===== src/rtl/quat_keyframe_driver.sv =====
// Keyframe sequencer for the NLERP stage: pairs consecutive quaternion keyframes,
// corrects the second onto the short arc and emits 2^STEPS_LOG2 weighted samples per pair.
module quat_keyframe_driver #(
    parameter int W          = 32,
    parameter int STEPS_LOG2 = 3
) (
    input  logic         clk,
    input  logic         rst,
    input  logic         kf_valid,
    output logic         kf_ready,
    input  logic [W-1:0] kf_w,
    input  logic [W-1:0] kf_x,
    input  logic [W-1:0] kf_y,
    input  logic [W-1:0] kf_z,
    input  logic         kf_last,
    output logic         out_valid,
    input  logic         out_ready,
    output logic [W-1:0] q0_w,
    output logic [W-1:0] q0_x,
    output logic [W-1:0] q0_y,
    output logic [W-1:0] q0_z,
    output logic [W-1:0] q1_w,
    output logic [W-1:0] q1_x,
    output logic [W-1:0] q1_y,
    output logic [W-1:0] q1_z,
    output logic [31:0]  alpha,
    output logic         out_last
);
    localparam int KW = STEPS_LOG2 + 1;
    localparam logic [KW-1:0] K_LAST = KW'((64'd1 << STEPS_LOG2) - 64'd1);

    typedef enum logic [2:0] {EMPTY, WAIT_NEXT, DOT, EMIT, FINAL} state_t;

    // Handshakes: a transfer happens on a rising edge where valid && ready;
    // valid never depends on ready, and outputs hold while valid && !ready.
    state_t                state, state_n;
    logic signed [W-1:0]   q0_r [4];
    logic signed [W-1:0]   q1_r [4];
    logic signed [W-1:0]   kf_q [4];
    logic [KW-1:0]         k;
    logic [1:0]            idx;
    logic signed [2*W+1:0] acc, acc_n;
    logic signed [2*W-1:0] prod;
    logic                  last_r;
    logic                  kf_fire, out_fire, flip;

    function automatic logic signed [W-1:0] neg_sat(input logic signed [W-1:0] v);
        if (v == {1'b1, {(W-1){1'b0}}})
            return {1'b0, {(W-1){1'b1}}};
        return -v;
    endfunction

    assign kf_q[0]   = kf_w;
    assign kf_q[1]   = kf_x;
    assign kf_q[2]   = kf_y;
    assign kf_q[3]   = kf_z;

    assign kf_ready  = !rst && (state == EMPTY || state == WAIT_NEXT);
    assign out_valid = (state == EMIT) || (state == FINAL);
    assign kf_fire   = kf_valid && kf_ready;
    assign out_fire  = out_valid && out_ready;

    // One component product per DOT cycle; the sign of the full sum decides the flip.
    assign prod  = $signed((2*W)'(q0_r[idx])) * $signed((2*W)'(q1_r[idx]));
    assign acc_n = acc + (2*W+2)'(prod);
    assign flip  = (idx == 2'd3) && acc_n[2*W+1];

    always_ff @(posedge clk or posedge rst) begin
        if (rst) state <= EMPTY;
        else     state <= state_n;
    end

    always_comb begin
        state_n  = state;
        alpha    = '0;
        out_last = 1'b0;
        case (state)
            EMPTY:     if (kf_fire) state_n = kf_last ? FINAL : WAIT_NEXT;
            WAIT_NEXT: if (kf_fire) state_n = DOT;
            DOT:       if (idx == 2'd3) state_n = EMIT;
            EMIT: begin
                alpha = 32'(k) << (30 - STEPS_LOG2);
                if (out_fire && k == K_LAST) state_n = last_r ? FINAL : WAIT_NEXT;
            end
            FINAL: begin
                alpha    = 32'h4000_0000;
                out_last = 1'b1;
                if (out_fire) state_n = EMPTY;
            end
            default:   state_n = EMPTY;
        endcase
    end

    always_ff @(posedge clk or posedge rst) begin
        if (rst) begin
            for (int i = 0; i < 4; i++) begin
                q0_r[i] <= '0;
                q1_r[i] <= '0;
            end
            k      <= '0;
            idx    <= '0;
            acc    <= '0;
            last_r <= 1'b0;
        end else begin
            case (state)
                EMPTY: if (kf_fire) begin
                    for (int i = 0; i < 4; i++) begin
                        q0_r[i] <= kf_q[i];
                        if (kf_last) q1_r[i] <= kf_q[i];
                    end
                end
                WAIT_NEXT: if (kf_fire) begin
                    for (int i = 0; i < 4; i++) q1_r[i] <= kf_q[i];
                    last_r <= kf_last;
                    idx    <= '0;
                    acc    <= '0;
                end
                DOT: begin
                    acc <= acc_n;
                    idx <= idx + 2'd1;
                    k   <= '0;
                    if (flip)
                        for (int i = 0; i < 4; i++) q1_r[i] <= neg_sat(q1_r[i]);
                end
                EMIT: if (out_fire) begin
                    if (k == K_LAST) begin
                        k <= '0;
                        // Chain: this segment's corrected end becomes the next start.
                        if (!last_r)
                            for (int i = 0; i < 4; i++) q0_r[i] <= q1_r[i];
                    end else begin
                        k <= k + 1'b1;
                    end
                end
                FINAL: if (out_fire) last_r <= 1'b0;
                default: ;
            endcase
        end
    end

    assign q0_w = q0_r[0];
    assign q0_x = q0_r[1];
    assign q0_y = q0_r[2];
    assign q0_z = q0_r[3];
    assign q1_w = q1_r[0];
    assign q1_x = q1_r[1];
    assign q1_y = q1_r[2];
    assign q1_z = q1_r[3];

endmodule


===== config.mk =====
export PLATFORM = sky130hd
export DESIGN_NAME = quat_keyframe_driver
export DESIGN_NICKNAME = d
export VERILOG_FILES = /design/src/rtl/quat_keyframe_driver.sv
export SDC_FILE = /design/constraint.sdc
export NUM_CORES = 2
export LEC_CHECK = 0
export CAP_MARGIN = 20
export CORE_MARGIN = 3
export CORE_UTILIZATION = 45
export DETAILED_ROUTE_END_ITERATION = 10
export PLACE_DENSITY = 0.74
export SLEW_MARGIN = 20
export SYNTH_ARGS = -nofsm -noshare
export SYNTH_HDL_FRONTEND = slang
export SYNTH_SLANG_ARGS = --single-unit

===== constraint.sdc =====
create_clock -name clk -period 14.98 [get_ports clk]
set_input_delay 2.996 -clock clk [delete_from_list [all_inputs] [get_ports clk]]
set_output_delay 2.996 -clock clk [all_outputs]
set_load 0.02 [all_outputs]

# Word-level counts from Yosys, hierarchy flattened
# Cells that the tools add are included.
word_totals:
  register_bits: 332
  word_cells: 121
  input_bits: 133
  out_inout_bits: 291
classes:
  n_lt_le_gt_ge: 1
  eq_ne: 20
  mul: 1
  n_reduce_logical: 20
  muxes: 58
  bitwise_logic: 1
  addsub: 7
ops:
  columns: ["op", "n"]
  rows:
  - ["$mux 128", 6]
  - ["$mux 32", 16]
  - ["$pmux 128 s3", 1]
  - ["$pmux 128 s2", 1]
  - ["$pmux 66 s2", 1]
  - ["$bmux 32 s2", 2]
  - ["$eq 32x32->1 const B", 4]
  - ["$neg 32->32", 4]
  - ["$add 66x64->66", 1]
  - ["$mux 66", 1]
  - ["$mul 32x32->64", 1]
  - ["$pmux 31 s2", 1]
  - ["$mux 3", 7]
  - ["$ne 2x2->1 const B", 8]
  - ["$mux 1", 15]
  - ["$pmux 3 s5", 1]
  - ["$reduce_and 5->1", 3]
  - ["$mux 4", 2]
  - ["$pmux 4 s2", 1]
  - ["$reduce_bool 2->1", 4]
  - ["$eq 3x2->1 const B", 2]
  - ["$logic_and 1x1->1", 5]
  - ["$add 4x1->4 const B", 1]
  - ["$eq 4x3->1 const B", 1]
  - ["other kinds (16)", 19]

# Longest topological paths before layout
logic_depth:
  ltp_word: 12
  ltp_mapped: 37
  ltp_nobuf: 31

# Least setup slack after synthesis
# No wires, ideal clock.
synth_path:
  path_kind: "input -> register"
  start: "input port rst"
  end: "register q1_r, in the netlist q1_w[30]"
  setup_slack_ps: 3198
  path_buffers: 2
  setup_time_ps: 142
  arrival_time_ps: 11640
  t_required_ps: 14838
  stages: 8
  path_cell_list: "inv_1 -> nand2_1 -> nor3_1 -> o21ai_1 -> o211ai_1 -> buf_2 -> buf_1 -> a31oi_1"
synth_via:
  elab_chain_len: 5
  word_cells_on_any_way: 6
  classes_between: "eq/ne (2); reduce/logical (4)"
synth_rtl:
  columns: ["element", "line_no", "source"]
  rows:
  - ["start, declared", "8", "input logic rst,"]
  - ["$logic_not 1->1 (no line) *", null, null]
  - ["$logic_and 1x1->1 *", "58", "assign kf_ready = !rst && (state == EMPTY || state == WAIT_NEXT);"]
  - ["$logic_and 1x1->1 *", "60", "assign kf_fire = kf_valid && kf_ready;"]
  - ["$ne 2x2->1 (no line)", null, null]
  - ["$reduce_and 5->1 (no line) *", null, null]
  - ["end signal, assigned by index", "109", "if (kf_last) q1_r[i] <= kf_q[i];"]
  - ["end, declared", "38", "logic signed [W-1:0] q1_r [4];"]
# Every way passes the cells marked *; elsewhere a longest branch is shown, timed or not.
# A chain may end at the register's enable or synchronous reset.

# Final worst setup path
layout_path:
  start: "register idx[1]"
  end: "register q1_r, in the netlist q1_y[6]"
layout_via:
  elab_chain_len: 9
  word_cells_on_any_way: 13
  classes_between: "add/sub (1); mul (1); eq/ne (2); mux (6); bitwise (1); reduce/logical (2)"
layout_rtl:
  columns: ["element", "line_no", "source"]
  rows:
  - ["start, declared", "41", "logic [1:0] idx;"]
  - ["start signal, assigned", "120", "idx <= idx + 2'd1;"]
  - ["$not 2->3 (not written as such)", "64", "assign prod = $signed((2*W)'(q0_r[idx])) * $signed((2*W)'(q1_r[idx]));"]
  - ["$bmux 32 s2", "64", null]
  - ["$mux 32 (not written as such) (2 in series)", "64", null]
  - ["$mul 32x32->64", "64", null]
  - ["$add 66x64->66", "65", "assign acc_n = acc + (2*W+2)'(prod);"]
  - ["$logic_and 1x1->1 *", "66", "assign flip = (idx == 2'd3) && acc_n[2*W+1];"]
  - ["$ne 2x2->1 (no line) *", null, null]
  - ["$reduce_and 5->1 (no line) *", null, null]
# Every way passes the cells marked *; elsewhere a longest branch is shown, timed or not. The select of a mux whose other input is x is not followed.

==> impl_summary.txt <==
----------------------------------------------------
[Status]
  Run status ... complete, no violations

[Timing]
  Worst clock skew ... 0.07219 ns
  Maximum clock frequency ... 0.08666 GHz
  Worst slew margin relative to its limit ... 18.49%
  Worst Max-Slew Pin Slew ... 1.223 ns
  Max-slew violation count ... 0
  Post-route fraction of the period consumed by the critical path ... 77.03%
  Post-route setup TNS ... 0 ns
  Time the final worst path needs with I/O delays and setup ... 11.54 ns
  Setup repair after global routing missed its margin ... no
  Hold violation count in the final report ... 0
  Total setup violations reported at the end of the flow ... 0

[Worst setup path]
  Critical R2R Capture ... q1_y[6]$_DFFE_PP0P_
  Worst R2R Setup Slack ... 3.44 ns
  Maximum cell stage delay along the critical path ... 0.84 ns
  CP Data Required Time ... 15.54 ns
  Peak fanout along the critical path ... 175
  Kind of start point of the critical path ... register
  Critical R2R Launch ... idx[1]$_DFFE_PP0P_
  Slowest CP cell ... sky130_fd_sc_hd__dfrtp_4
  Worst Reg-to-Reg Cells ... 29
  Worst setup path category ... reg2reg
  Source of the critical timing path ... idx[1]$_DFFE_PP0P_
  Critical path's most frequent cell ... sky130_fd_sc_hd__fa_1
  Arrival @ worst endpoint ... 12.10 ns
  Element type at the critical path end ... register

[Yosys]
  Top flip-flop cell by instance count after synthesis ... sky130_fd_sc_hd__dfrtp_1
  Most used standard cell by instance count after synthesis ... sky130_fd_sc_hd__inv_1
  Cell Area, Synth ... 58,330 µm²
  Synth async-reset ratio ... 100.0%
  Count of flip-flops with a built-in enable after synthesis ... 0
  Dominant cells by area after synthesis ... sky130_fd_sc_hd__fa_1 (42%), sky130_fd_sc_hd__dfrtp_1 (14%), sky130_fd_sc_hd__inv_1 (8.5%)
  Top post-synthesis cells by count ... sky130_fd_sc_hd__inv_1 (1,314), sky130_fd_sc_hd__fa_1 (1,233), sky130_fd_sc_hd__nand2_1 (1,085)
  Fraction of the yosys area taken by sequential cells ... 14.24%
  Cell variety after synth ... 88
  Share of the synthesized area in the top cell type ... 42.32%
  Synthesized area per cell ... 8.955 µm²
  Flop and latch count out of synthesis ... 332
  Library cell with the largest summed area after synthesis ... sky130_fd_sc_hd__fa_1
  Gate Count Post-Synth ... 6,514
  Ys Warns ... 0

[Worst hold path]
  Min-Delay Endpoint ... acc[20]$_DFFE_PP0P_
  Hold Path Depth ... 2
  Worst min path class ... reg2reg
  Hold Startpoint ... acc[20]$_DFFE_PP0P_

[Die]
  Area of the core region ... 128,200 µm²
  I/O pins ... 424
  Overall die area ... 134,000 µm²
  Row Count ... 131
  Initial Utilization ... 45.51%
  Die Height ... 366.0 µm
  Die Span X ... 366.0 µm

[Placed design]
  Input/output buffers ... 395
  Dpl hpwl ... 158.4 mm
  Placer congestion estimate ... 1.001

[Drt]
  Via density per instance ... 5.832
  Post-route DRC ... 0
  Overall via count from detail_route ... 49,400
  Starting DRT DRC Count ... 5,635
  Count of nets left with antenna violations after detail routing ... 0
  Per-cell routed wire length ... 25.37 µm
  Number of iterations in the first detailed-routing pass ... 8
  Final Routed Wirelength ... 214.8 mm

[CTS]
  Level count of the clock H-tree ... 2
  Number of CTS-inserted buffers ... 42
  Hold-fix buffer count after cts ... 0
  Cells resized by post-CTS repair ... 0
  Root buffer cell ... sky130_fd_sc_hd__clkbuf_16
  # Post-CTS Setup Buffers ... 0
  Clock tree from TritonCTS ... built
  Clock-pin slew on the worst setup and hold paths ... 0.06 ns
  Later-pin clock latency in the skew report ... 0.67 ns
  Clock tree sinks ... 332
  Maximum root-to-sink buffer count ... 3

[Flow run]
  Reported max-cap violation count ... 0

[Global route]
  Initial antenna violation count ... 16
  First-pass GRT wire length ... 326.7 mm
  Via count of the first global-routing pass ... 52,270
  Overflow after GRT ... 0
  Global-route usage over all layers ... 32.33%
  Pin count of the biggest net entering global routing ... 223

[Finish]
  Layout Area Growth over Synthesis ... 12.08%
  Layout cell share with drive strength beyond 1 ... 4.458%
  Final Net Count ... 8,294

----------------------------------------------------
cells in the final DEF (no fill, tap or decap), drive strengths merged, types with 21 or more instances in the layout:
master / instances
fa: 1233
a21oi: 189
mux2i: 38
conb: 28
buf: 97
clkdlybuf4s50: 395
o22a: 32
or3: 55
mux4: 26
o21a: 51
a21o: 31
nand3: 64
ha: 228
nor2: 498
mux2: 34
o22ai: 26
xor2: 27
a22oi: 21
xnor2: 47
a31oi: 185
o311ai: 21
clkbuf: 60
nand2: 1085
dfrtp: 332
nor3: 26
o21ai: 229
and2: 122
inv: 1314
state kept, by name, indices dropped and copies added (netlist names):
| register | flops |
|---|---|
| state | 3 |
| k | 4 |
| q1_z | 32 |
| q1_x | 32 |
| q1_w | 32 |
| q1_y | 32 |
| q0_z | 32 |
| last_r | 1 |
| idx | 2 |
| q0_w | 32 |
| acc | 66 |
| q0_x | 32 |
| q0_y | 32 |
critical path: cells and delay by family, from the launching register on:
family	cells	cell delay, ns
compound gates	9	2.20
fa+ha+maj	9	4.80
buf+inv	8	2.07
flops	1	0.84
mux	1	0.82
simple gates	2	0.48
metal layers:
metal / routed length (µm) / vias to the layer above / GRT usage (%)
met4: 15430 / 8 / 18.89
met2: 91110 / 3455 / 47.23
li1: - / 20340 / -
met1: 77200 / 24880 / 41.25
met5: 41 / - / 0
met3: 31060 / 724 / 11.78
worst max-delay path by stage:
| stage | endpoint | slack, ns |
|---|---|---|
| 3_3_place_gp | q1_w[8]$_DFFE_PP0P_ | 3.76 |
| 5_1_grt | q1_y[23]$_DFFE_PP0P_ | 3.04 |
| 4_1_cts | q1_z[25]$_DFFE_PP0P_ | 3.60 |
| 3_5_place_dp | q1_x[13]$_DFFE_PP0P_ | 3.59 |
| 2_1_floorplan | acc[0]$_DFFE_PP0P_ | 2.75 |
| 6_report | q1_y[6]$_DFFE_PP0P_ | 3.44 |
stage by stage:
| step | worst slack (ns) | std cells | util, % | hold slack (ns) | cell area [µm²] |
|---|---|---|---|---|---|
| 3_5_place_dp | 3.591 | 8384 | 49.86 | 0.4709 | 63910 |
| 2_1_floorplan | 2.751 | 6541 | - | 0.4485 | 58430 |
| 5_1_grt | 3.040 | 8464 | 50.99 | 0.5089 | 65360 |
| 6_report | 3.440 | 8470 | 51.01 | 0.4801 | 65380 |
| 4_1_cts | 3.600 | 8458 | 50.96 | 0.4842 | 65320 |
| 3_3_place_gp | 3.759 | 8384 | 49.85 | 0.4613 | 63900 |
logic make-up (layout without fill, tap and decap cells):
group / after synthesis / count (layout) / share of synthesized area, %
and+or+nand+nor: 1965 / 1965 / 14.44
adders and majority gates: 1461 / 1461 / 47.21
DFF: 332 / 332 / 14.24
xor gates and xnor gates: 74 / 74 / 1.111
buffers and inverters: 1692 / 1881 / 11.15
muxes: 98 / 98 / 2.312
other: 1 / 39 / 0.006429
AOI/OAI and AO/OA: 891 / 891 / 9.522
layout make-up:
cell class | instances | area, µm²
Sequential cell | 332 | 8315
Fill cell | 11760 | 62800
Antenna cell | 11 | 27.53
Timing Repair Buffer | 492 | 4740
Clock inverter | 14 | 175.2
Inverter | 1315 | 4943
Clock buffer | 60 | 1239
Tap cell | 1729 | 2163
Multi-Input combinational cell | 4517 | 43770
Power is left out: the tool's default activity adds up to more than one toggle a clock period on the data nets, which glitch-free logic cannot reach.
